`config.mk`:
```
export PLATFORM = sky130hd
export DESIGN_NAME = multicycle_controller
export DESIGN_NICKNAME = d
export VERILOG_FILES = /design/src/rtl/riscv_pkg.sv /design/src/rtl/imm_src_decoder.sv /design/src/rtl/multicycle_controller.sv
export SDC_FILE = /design/constraint.sdc
export NUM_CORES = 1
export LEC_CHECK = 0
export ABC_AREA = 0
export CORE_MARGIN = 1.5
export CORE_UTILIZATION = 43
export CTS_BUF_LIST = sky130_fd_sc_hd__clkbuf_16
export DETAILED_ROUTE_END_ITERATION = 10
export GPL_TIMING_DRIVEN = 1
export PLACE_DENSITY = 0.8
export SLEW_MARGIN = 5
export SYNTH_ARGS = -nofsm -noshare
export SYNTH_HDL_FRONTEND = slang
export SYNTH_SLANG_ARGS = --single-unit
```
`constraint.sdc`:
```
create_clock -name clk -period 2.3 [get_ports clk]
set_clock_uncertainty 0.15 [all_clocks]
set_input_delay 0.345 -clock clk [delete_from_list [all_inputs] [get_ports clk]]
set_output_delay 0.345 -clock clk [all_outputs]
set_load 0.02 [all_outputs]
```
`src/rtl/riscv_pkg.sv`:
```
// Shared RV32I definitions: opcodes, multicycle controller states and datapath select encodings.
// The JAL state exists only when MC_JAL_EN is defined.
package riscv_pkg;

  localparam logic [6:0] OP_R      = 7'b0110011;
  localparam logic [6:0] OP_I      = 7'b0010011;
  localparam logic [6:0] OP_LOAD   = 7'b0000011;
  localparam logic [6:0] OP_STORE  = 7'b0100011;
  localparam logic [6:0] OP_BRANCH = 7'b1100011;
  localparam logic [6:0] OP_JAL    = 7'b1101111;

  typedef enum logic [3:0] {
    S_FETCH,
    S_DECODE,
    S_MEMADR,
    S_MEMREAD,
    S_MEMWB,
    S_MEMWRITE,
    S_EXECUTER,
    S_EXECUTEI,
    S_ALUWB,
    S_BEQ,
    S_TRAP
`ifdef MC_JAL_EN
    , S_JAL
`endif
  } mc_state_t;

  localparam logic [1:0] RES_ALUREG = 2'b00;
  localparam logic [1:0] RES_DATA   = 2'b01;
  localparam logic [1:0] RES_ALUOUT = 2'b10;

  localparam logic [1:0] SRCA_PC    = 2'b00;
  localparam logic [1:0] SRCA_OLDPC = 2'b01;
  localparam logic [1:0] SRCA_RS1   = 2'b10;

  localparam logic [1:0] SRCB_RS2   = 2'b00;
  localparam logic [1:0] SRCB_IMM   = 2'b01;
  localparam logic [1:0] SRCB_FOUR  = 2'b10;

  localparam logic [1:0] ALUOP_ADD   = 2'b00;
  localparam logic [1:0] ALUOP_SUB   = 2'b01;
  localparam logic [1:0] ALUOP_FUNCT = 2'b10;

  localparam logic [1:0] IMM_I = 2'b00;
  localparam logic [1:0] IMM_S = 2'b01;
  localparam logic [1:0] IMM_B = 2'b10;
  localparam logic [1:0] IMM_J = 2'b11;

endpackage

```
`src/rtl/imm_src_decoder.sv`:
```
// Opcode to immediate-format map; shared with the single-cycle core.
// JAL always reports the J format, independent of MC_JAL_EN.
module imm_src_decoder
  import riscv_pkg::*;
(
  input  logic [6:0] i_opcode,
  output logic [1:0] o_imm_src
);

  always_comb begin
    o_imm_src = IMM_I;
    case (i_opcode)
      OP_STORE:  o_imm_src = IMM_S;
      OP_BRANCH: o_imm_src = IMM_B;
      OP_JAL:    o_imm_src = IMM_J;
      default:   o_imm_src = IMM_I;
    endcase
  end

endmodule

```
`src/rtl/multicycle_controller.sv`:
```
// Multicycle RV32I control FSM: fetch/decode/execute/memory/writeback sequencing with illegal-opcode trap.
// Define MC_JAL_EN to include the JAL state; otherwise JAL traps as illegal.
module multicycle_controller
  import riscv_pkg::*;
(
  input  logic       clk,
  input  logic       rst,
  input  logic [6:0] opcode,
  input  logic       zero,
  input  logic       mem_ready,
  output logic       pc_write,
  output logic       adr_src,
  output logic       ir_write,
  output logic       mem_write,
  output logic       reg_write,
  output logic [1:0] result_src,
  output logic [1:0] alu_src_a,
  output logic [1:0] alu_src_b,
  output logic [1:0] alu_op,
  output logic [1:0] imm_src,
  output logic       illegal_instr
);

  mc_state_t r_state;
  mc_state_t w_next;

  logic w_pc_update;
  logic w_branch;
  logic w_ir_write;
  logic w_mem_write;
  logic w_reg_write;

  always_ff @(posedge clk or posedge rst) begin
    if (rst) r_state <= S_FETCH;
    else     r_state <= w_next;
  end

  always_comb begin
    w_next        = r_state;
    w_pc_update   = 1'b0;
    w_branch      = 1'b0;
    w_ir_write    = 1'b0;
    w_mem_write   = 1'b0;
    w_reg_write   = 1'b0;
    adr_src       = 1'b0;
    result_src    = RES_ALUREG;
    alu_src_a     = SRCA_PC;
    alu_src_b     = SRCB_RS2;
    alu_op        = ALUOP_ADD;
    illegal_instr = 1'b0;

    case (r_state)
      S_FETCH: begin
        alu_src_a   = SRCA_PC;
        alu_src_b   = SRCB_FOUR;
        result_src  = RES_ALUOUT;
        w_ir_write  = mem_ready;
        w_pc_update = mem_ready;
        w_next      = mem_ready ? S_DECODE : S_FETCH;
      end
      // Branch target is precomputed here from the old PC and the immediate.
      S_DECODE: begin
        alu_src_a = SRCA_OLDPC;
        alu_src_b = SRCB_IMM;
        case (opcode)
          OP_LOAD, OP_STORE: w_next = S_MEMADR;
          OP_R:              w_next = S_EXECUTER;
          OP_I:              w_next = S_EXECUTEI;
          OP_BRANCH:         w_next = S_BEQ;
`ifdef MC_JAL_EN
          OP_JAL:            w_next = S_JAL;
`endif
          default:           w_next = S_TRAP;
        endcase
      end
      S_MEMADR: begin
        alu_src_a = SRCA_RS1;
        alu_src_b = SRCB_IMM;
        w_next    = (opcode == OP_LOAD) ? S_MEMREAD : S_MEMWRITE;
      end
      S_MEMREAD: begin
        adr_src = 1'b1;
        w_next  = mem_ready ? S_MEMWB : S_MEMREAD;
      end
      S_MEMWB: begin
        result_src  = RES_DATA;
        w_reg_write = 1'b1;
        w_next      = S_FETCH;
      end
      S_MEMWRITE: begin
        adr_src     = 1'b1;
        w_mem_write = 1'b1;
        w_next      = mem_ready ? S_FETCH : S_MEMWRITE;
      end
      S_EXECUTER: begin
        alu_src_a = SRCA_RS1;
        alu_src_b = SRCB_RS2;
        alu_op    = ALUOP_FUNCT;
        w_next    = S_ALUWB;
      end
      S_EXECUTEI: begin
        alu_src_a = SRCA_RS1;
        alu_src_b = SRCB_IMM;
        alu_op    = ALUOP_FUNCT;
        w_next    = S_ALUWB;
      end
      S_ALUWB: begin
        result_src  = RES_ALUREG;
        w_reg_write = 1'b1;
        w_next      = S_FETCH;
      end
      S_BEQ: begin
        alu_src_a  = SRCA_RS1;
        alu_src_b  = SRCB_RS2;
        alu_op     = ALUOP_SUB;
        result_src = RES_ALUREG;
        w_branch   = 1'b1;
        w_next     = S_FETCH;
      end
`ifdef MC_JAL_EN
      // Jump target was computed in DECODE; ALU now forms the link address.
      S_JAL: begin
        alu_src_a   = SRCA_OLDPC;
        alu_src_b   = SRCB_FOUR;
        alu_op      = ALUOP_ADD;
        result_src  = RES_ALUREG;
        w_pc_update = 1'b1;
        w_next      = S_ALUWB;
      end
`endif
      S_TRAP: begin
        illegal_instr = 1'b1;
        w_next        = S_TRAP;
      end
      default: begin
        w_next = S_FETCH;
      end
    endcase
  end

  // Enables are gated by rst so no write can slip through while reset is held.
  assign pc_write  = ~rst & (w_pc_update | (w_branch & zero));
  assign ir_write  = ~rst & w_ir_write;
  assign mem_write = ~rst & w_mem_write;
  assign reg_write = ~rst & w_reg_write;

  imm_src_decoder u_imm_src_decoder (
    .i_opcode  (opcode),
    .o_imm_src (imm_src)
  );

endmodule

```
# --- Word level (Yosys, flattened, before mapping) ---
# Index checks and enable logic that the tools add are counted.
classes:
  eq_ne: 16
  n_mux: 17
  bitwise: 7
  reduce_logical: 7
ops:
  columns: ["cell", "count"]
  rows:
  - ["case mux 4 bit (7 select lines)", 1]
  - ["== test 4 x 3 -> 1 bit (second input constant)", 4]
  - ["case mux 2 bit (2 select lines)", 4]
  - ["case mux 4 bit (4 select lines)", 1]
  - ["== test 7 x 6 -> 1 bit (second input constant)", 2]
  - ["== test 7 bit (second input constant)", 2]
  - ["== test 4 bit (second input constant)", 3]
  - ["two-way mux 3 bit", 3]
  - ["== test 4 x 2 -> 1 bit (second input constant)", 2]
  - ["OR reduction 2 bit", 4]
  - ["== test 7 x 2 -> 1 bit (second input constant)", 1]
  - ["== test 7 x 5 -> 1 bit (second input constant)", 1]
  - ["two-way mux 1 bit", 7]
  - ["case mux 2 bit (3 select lines)", 1]
  - ["AND 1 bit", 5]
  - ["== test 4 x 1 -> 1 bit (second input constant)", 1]
  - ["logical NOT 4 bit", 1]
  - ["OR reduction 4 bit", 1]
  - ["OR reduction 3 bit", 1]
  - ["inverter 1 bit", 1]
  - ["OR 1 bit", 1]
totals:
  register_bits: 4
  input_bits: 11
  output_inout_bits: 16
  elab_cells: 48

# --- Logic depth before layout (Yosys ltp) ---
depth:
  depth_word: 5
  ltp_mapped: 4
  depth_no_buf: 3

# --- Cells and area by module ---
# From an unflattened synthesis, not the netlist that was laid out.
hier_totals:
  hier_cells: 68
  hier_area_um2: 591.8
modules_own_cells:
  columns: ["mod", "instances", "cells_per_inst", "area_each_um2", "seq_area_each_um2"]
  rows:
  - ["multicycle_controller", 1, 62, 548.0, 100.1]
  - ["imm_src_decoder", 1, 6, 43.8, 0.0]

# --- Least setup slack after synthesis ---
# No wires, ideal clock.
synth_path:
  path_kind: "register -> output"
  startpoint: "register r_state[1]"
  endpoint: "output port pc_write"
  arrival_ps: 1570
  t_required_ps: 1805
  slack_ps: 235
  stages_incl_launch_ff: 4
  path_buffers: 0
  cell_sequence: "dfrtp_1 -> nor4_2 -> nand2_1 -> a21oi_1"
synth_between:
  elab_chain_cells: 5
  elab_cells_between_ends: 7
  classes_between: "eq/ne: 1; mux: 2; bitwise: 3; reduce/logical: 1"
synth_lines:
  columns: ["element", "line", "text"]
  rows:
  - ["start, declared", "multicycle_controller.sv:24", "mc_state_t r_state;"]
  - ["start signal, assigned", "multicycle_controller.sv:35", "else r_state <= w_next;"]
  - ["== test 4 bit", "multicycle_controller.sv:52", "case (r_state)"]
  - ["two-way mux 1 bit", "multicycle_controller.sv:52", null]
  - ["AND 1 bit", "multicycle_controller.sv:142", "assign pc_write = ~rst & (w_pc_update | (w_branch & zero));"]
  - ["OR 1 bit *", "multicycle_controller.sv:142", null]
  - ["AND 1 bit *", "multicycle_controller.sv:142", null]
  - ["end, declared", "multicycle_controller.sv:11", "output logic pc_write,"]
# Mark *: on every way between the ends. The rest lies on a longest branch, timed or not.

# --- Final worst setup path ---
layout_path:
  startpoint: "register r_state[2]"
  endpoint: "output port illegal_instr"
layout_between:
  elab_chain_cells: 2
layout_lines:
  columns: ["element", "line", "text"]
  rows:
  - ["== test 4 bit", "multicycle_controller.sv:52", null]
  - ["two-way mux 1 bit", "multicycle_controller.sv:52", null]
  - ["end, declared", "multicycle_controller.sv:21", "output logic illegal_instr"]
# Every way passes these cells.

==> results by group <==
Pwr
  – P_int: 0.664 mW
  – Pwr/cell area: 1050 mW/mm^2
  – Gate power share: 0.624
  – Peak supply drop: 501 uV
  – Pleak: 0.496 nW
  – Clock power share: 0.246
  – Psw: 0.428 mW
  – Switching power share of the total: 0.392
  – Flop pwr share: 0.130

Routing
  – DRT antenna net count: 0
  – DRC Markers: 0
  – DRT iter0 DRCs: 7
  – DR WL/cell: 13.8 um
  – Via count: 706
  – Iteration count of the initial detailed-routing pass: 4
  – Final WL: 1740 um
  – Avg Vias per Cell: 5.60

Timing
  – Final worst setup slack: 0.0478 ns
  – Max-slew headroom: 0.759
  – Period minus WS final: 2.25 ns
  – Actual slew at the worst max-slew pin: 0.356 ns
  – Setup violators final: 0
  – Fin. Hold Viols: 0
  – Unrepaired setup endpoints after global routing: false
  – Period utilization: 0.979
  – Setup TNS: 0 ns
  – Final Slew Violations: 0
  – F_max: 0.444 GHz

Floorplanning
  – Site row count: 13
  – Core area: 0.00128 sq mm
  – Die W: 40.1 um
  – Die height: 40.1 um
  – Die area: 0.00161 sq mm
  – # IOs: 27
  – Initial Util: 0.461

Clock tree
  – CTS root buf: clkbuf_16
  – Clk sinks: 4
  – H-tree Lvls: 1
  – Worst skew pair latency: 0.22 ns
  – Worst-path clk slew: 0.03 ns
  – CTS tree: built
  – Clk buf depth: 2
  – Inserted Clock Buffers: 3

Placement
  – Detail Placement HPWL: 1230 um
  – Buffers on Ports: 26
  – Place WS: -0.0759 ns
  – Global placement routability congestion: 0.808
  – Placed insts: 123

Yosys
  – Synth area leader: dfrtp_1
  – Cells after Synth: 69
  – Post-Syn Area: 592 sq um
  – Yosys top cell area share: 0.169
  – Yosys warning total: 0
  – Syn_nets: 80
  – Register area share after synthesis: 0.169
  – Mapped Avg Cell Area: 8.58 sq um
  – Synth unique cells: 37
  – Top_reg_cell synth: dfrtp_1
  – Top post-synthesis cells by count: a21oi_1, nor2_1, dfrtp_1, nand2_1, nor3b_1
  – Number of synthesized register bits: 4
  – Ys async rst share: 1.00
  – Synth top area cells: dfrtp_1, and4bb_4, nor3b_1, nor4b_2, a21oi_1
  – Post-synth EDFFs: 0

Critical path
  – Worst-path fanout max: 12
  – CP Class: reg2out
  – Reg2reg start: r_state[3]
  – Worst Setup SP: r_state[2]
  – WP data arrival: 1.76 ns
  – Critical Path Source Type: register
  – Crit end category: output pin
  – CP required: 1.80 ns

Global route
  – Total GRT Usage: 0.256
  – Initial antenna violation count: 0
  – Vias in the first global route: 629
  – Grt ovf: 0
  – First-pass GRT wire length: 2750 um
  – Largest net degree at the start of global routing: 15

Min path
  – Worst hold-check path type: in2async

Final layout
  – Largest register FFs: 4
  – Post-route insts no fill: 126
  – Nets: 124
  – Synth-to-layout area growth: 75.5%
  – Antenna cells: 0
  – Most flops, register: r_state
  – Largest regs: r_state: 4 flops
  – Fraction of layout cells with a size suffix above 1: 0.315

Status
  – Status: finished, final reports clean

Flow run
  – Max_cap viols: 0
layout make-up:
type | instances | area (sq um)
repair buffers | 44 | 395
flip-flops and latches | 4 | 103
clock buffers | 3 | 75.1
fillers | 94 | 246
inverters | 3 | 11.3
multi-input cells | 57 | 435
well taps | 15 | 18.8
layout by cell type (no fill, tap or decap), types with 3 or more instances in the layout:
| cell type | n |
|---|---|
| buf_4 | 18 |
| clkdlybuf4s50_1 | 17 |
| dlygate4sd2_1 | 6 |
| nor2_1 | 5 |
| a21oi_1 | 5 |
| nor3b_1 | 4 |
| nand2_1 | 4 |
| nand4_1 | 3 |
| nand3_1 | 3 |
| clkbuf_16 | 3 |
| dlymetal6s2s_1 | 3 |
power by group through the flow:
stage               Combinational (mW)  Clock, mW  Sequential [mW]
global placement                 0.677          0            0.137
floorplan                        0.437          0            0.138
finish                           0.682      0.269            0.142
CTS                              0.687      0.270            0.141
global route                     0.735      0.277            0.146
detailed placement               0.690          0            0.138
layer usage:
metal,vias to the layer above,share of wire,routed length [um],global-route usage
li1,348,-,-,-
met1,323,0.37,643,0.270
met2,31,0.56,968,0.492
met3,4,0.054,94,0.0556
met4,0,0.018,31,0.0776
met5,-,0,0,0
critical path, cell delays in order, from the launching register on:
cell	delay, ns
dfrtp_1	0.39
buf_4	0.20
and4bb_4	0.35
clkdlybuf4s50_1	0.60
path summary, 6_finish.rpt:
kind	endpoint	slack [ns]	cells past startpoint
min in group clk	r_state[2]	0.73	4
worst min register to register	r_state[2]	0.73	4
worst min-delay path	r_state[1]	0.32	2
worst max-delay path	illegal_instr	0.05	3
worst max register to register	r_state[1]	0.57	5
max in group asynchronous	r_state[3]	1.51	2
logic make-up after synthesis:
family,synth area share
flops,0.169
buf+inv,0.0951
compound gates,0.148
simple gates,0.543
xor+xnor,0.0444
stage by stage:
step,total power [mW],utilization,instance area (sq um),hold slack [ns]
6_report,1.09,0.808,1040,0.319
4_1_cts,1.10,0.801,1030,0.327
5_1_grt,1.16,0.808,1040,0.348
3_5_place_dp,0.828,0.748,961,0.546
2_1_floorplan,0.575,-,592,-0.0389
3_3_place_gp,0.814,0.748,961,0.546
repair_timing:
item,CTS,global route
setup buffers,0,0
gates resized for setup,7,4
endpoints found under the setup margin,7,5
gates cloned,0,0
hold buffers,0,0
Power figures use the tool's default switching activity.
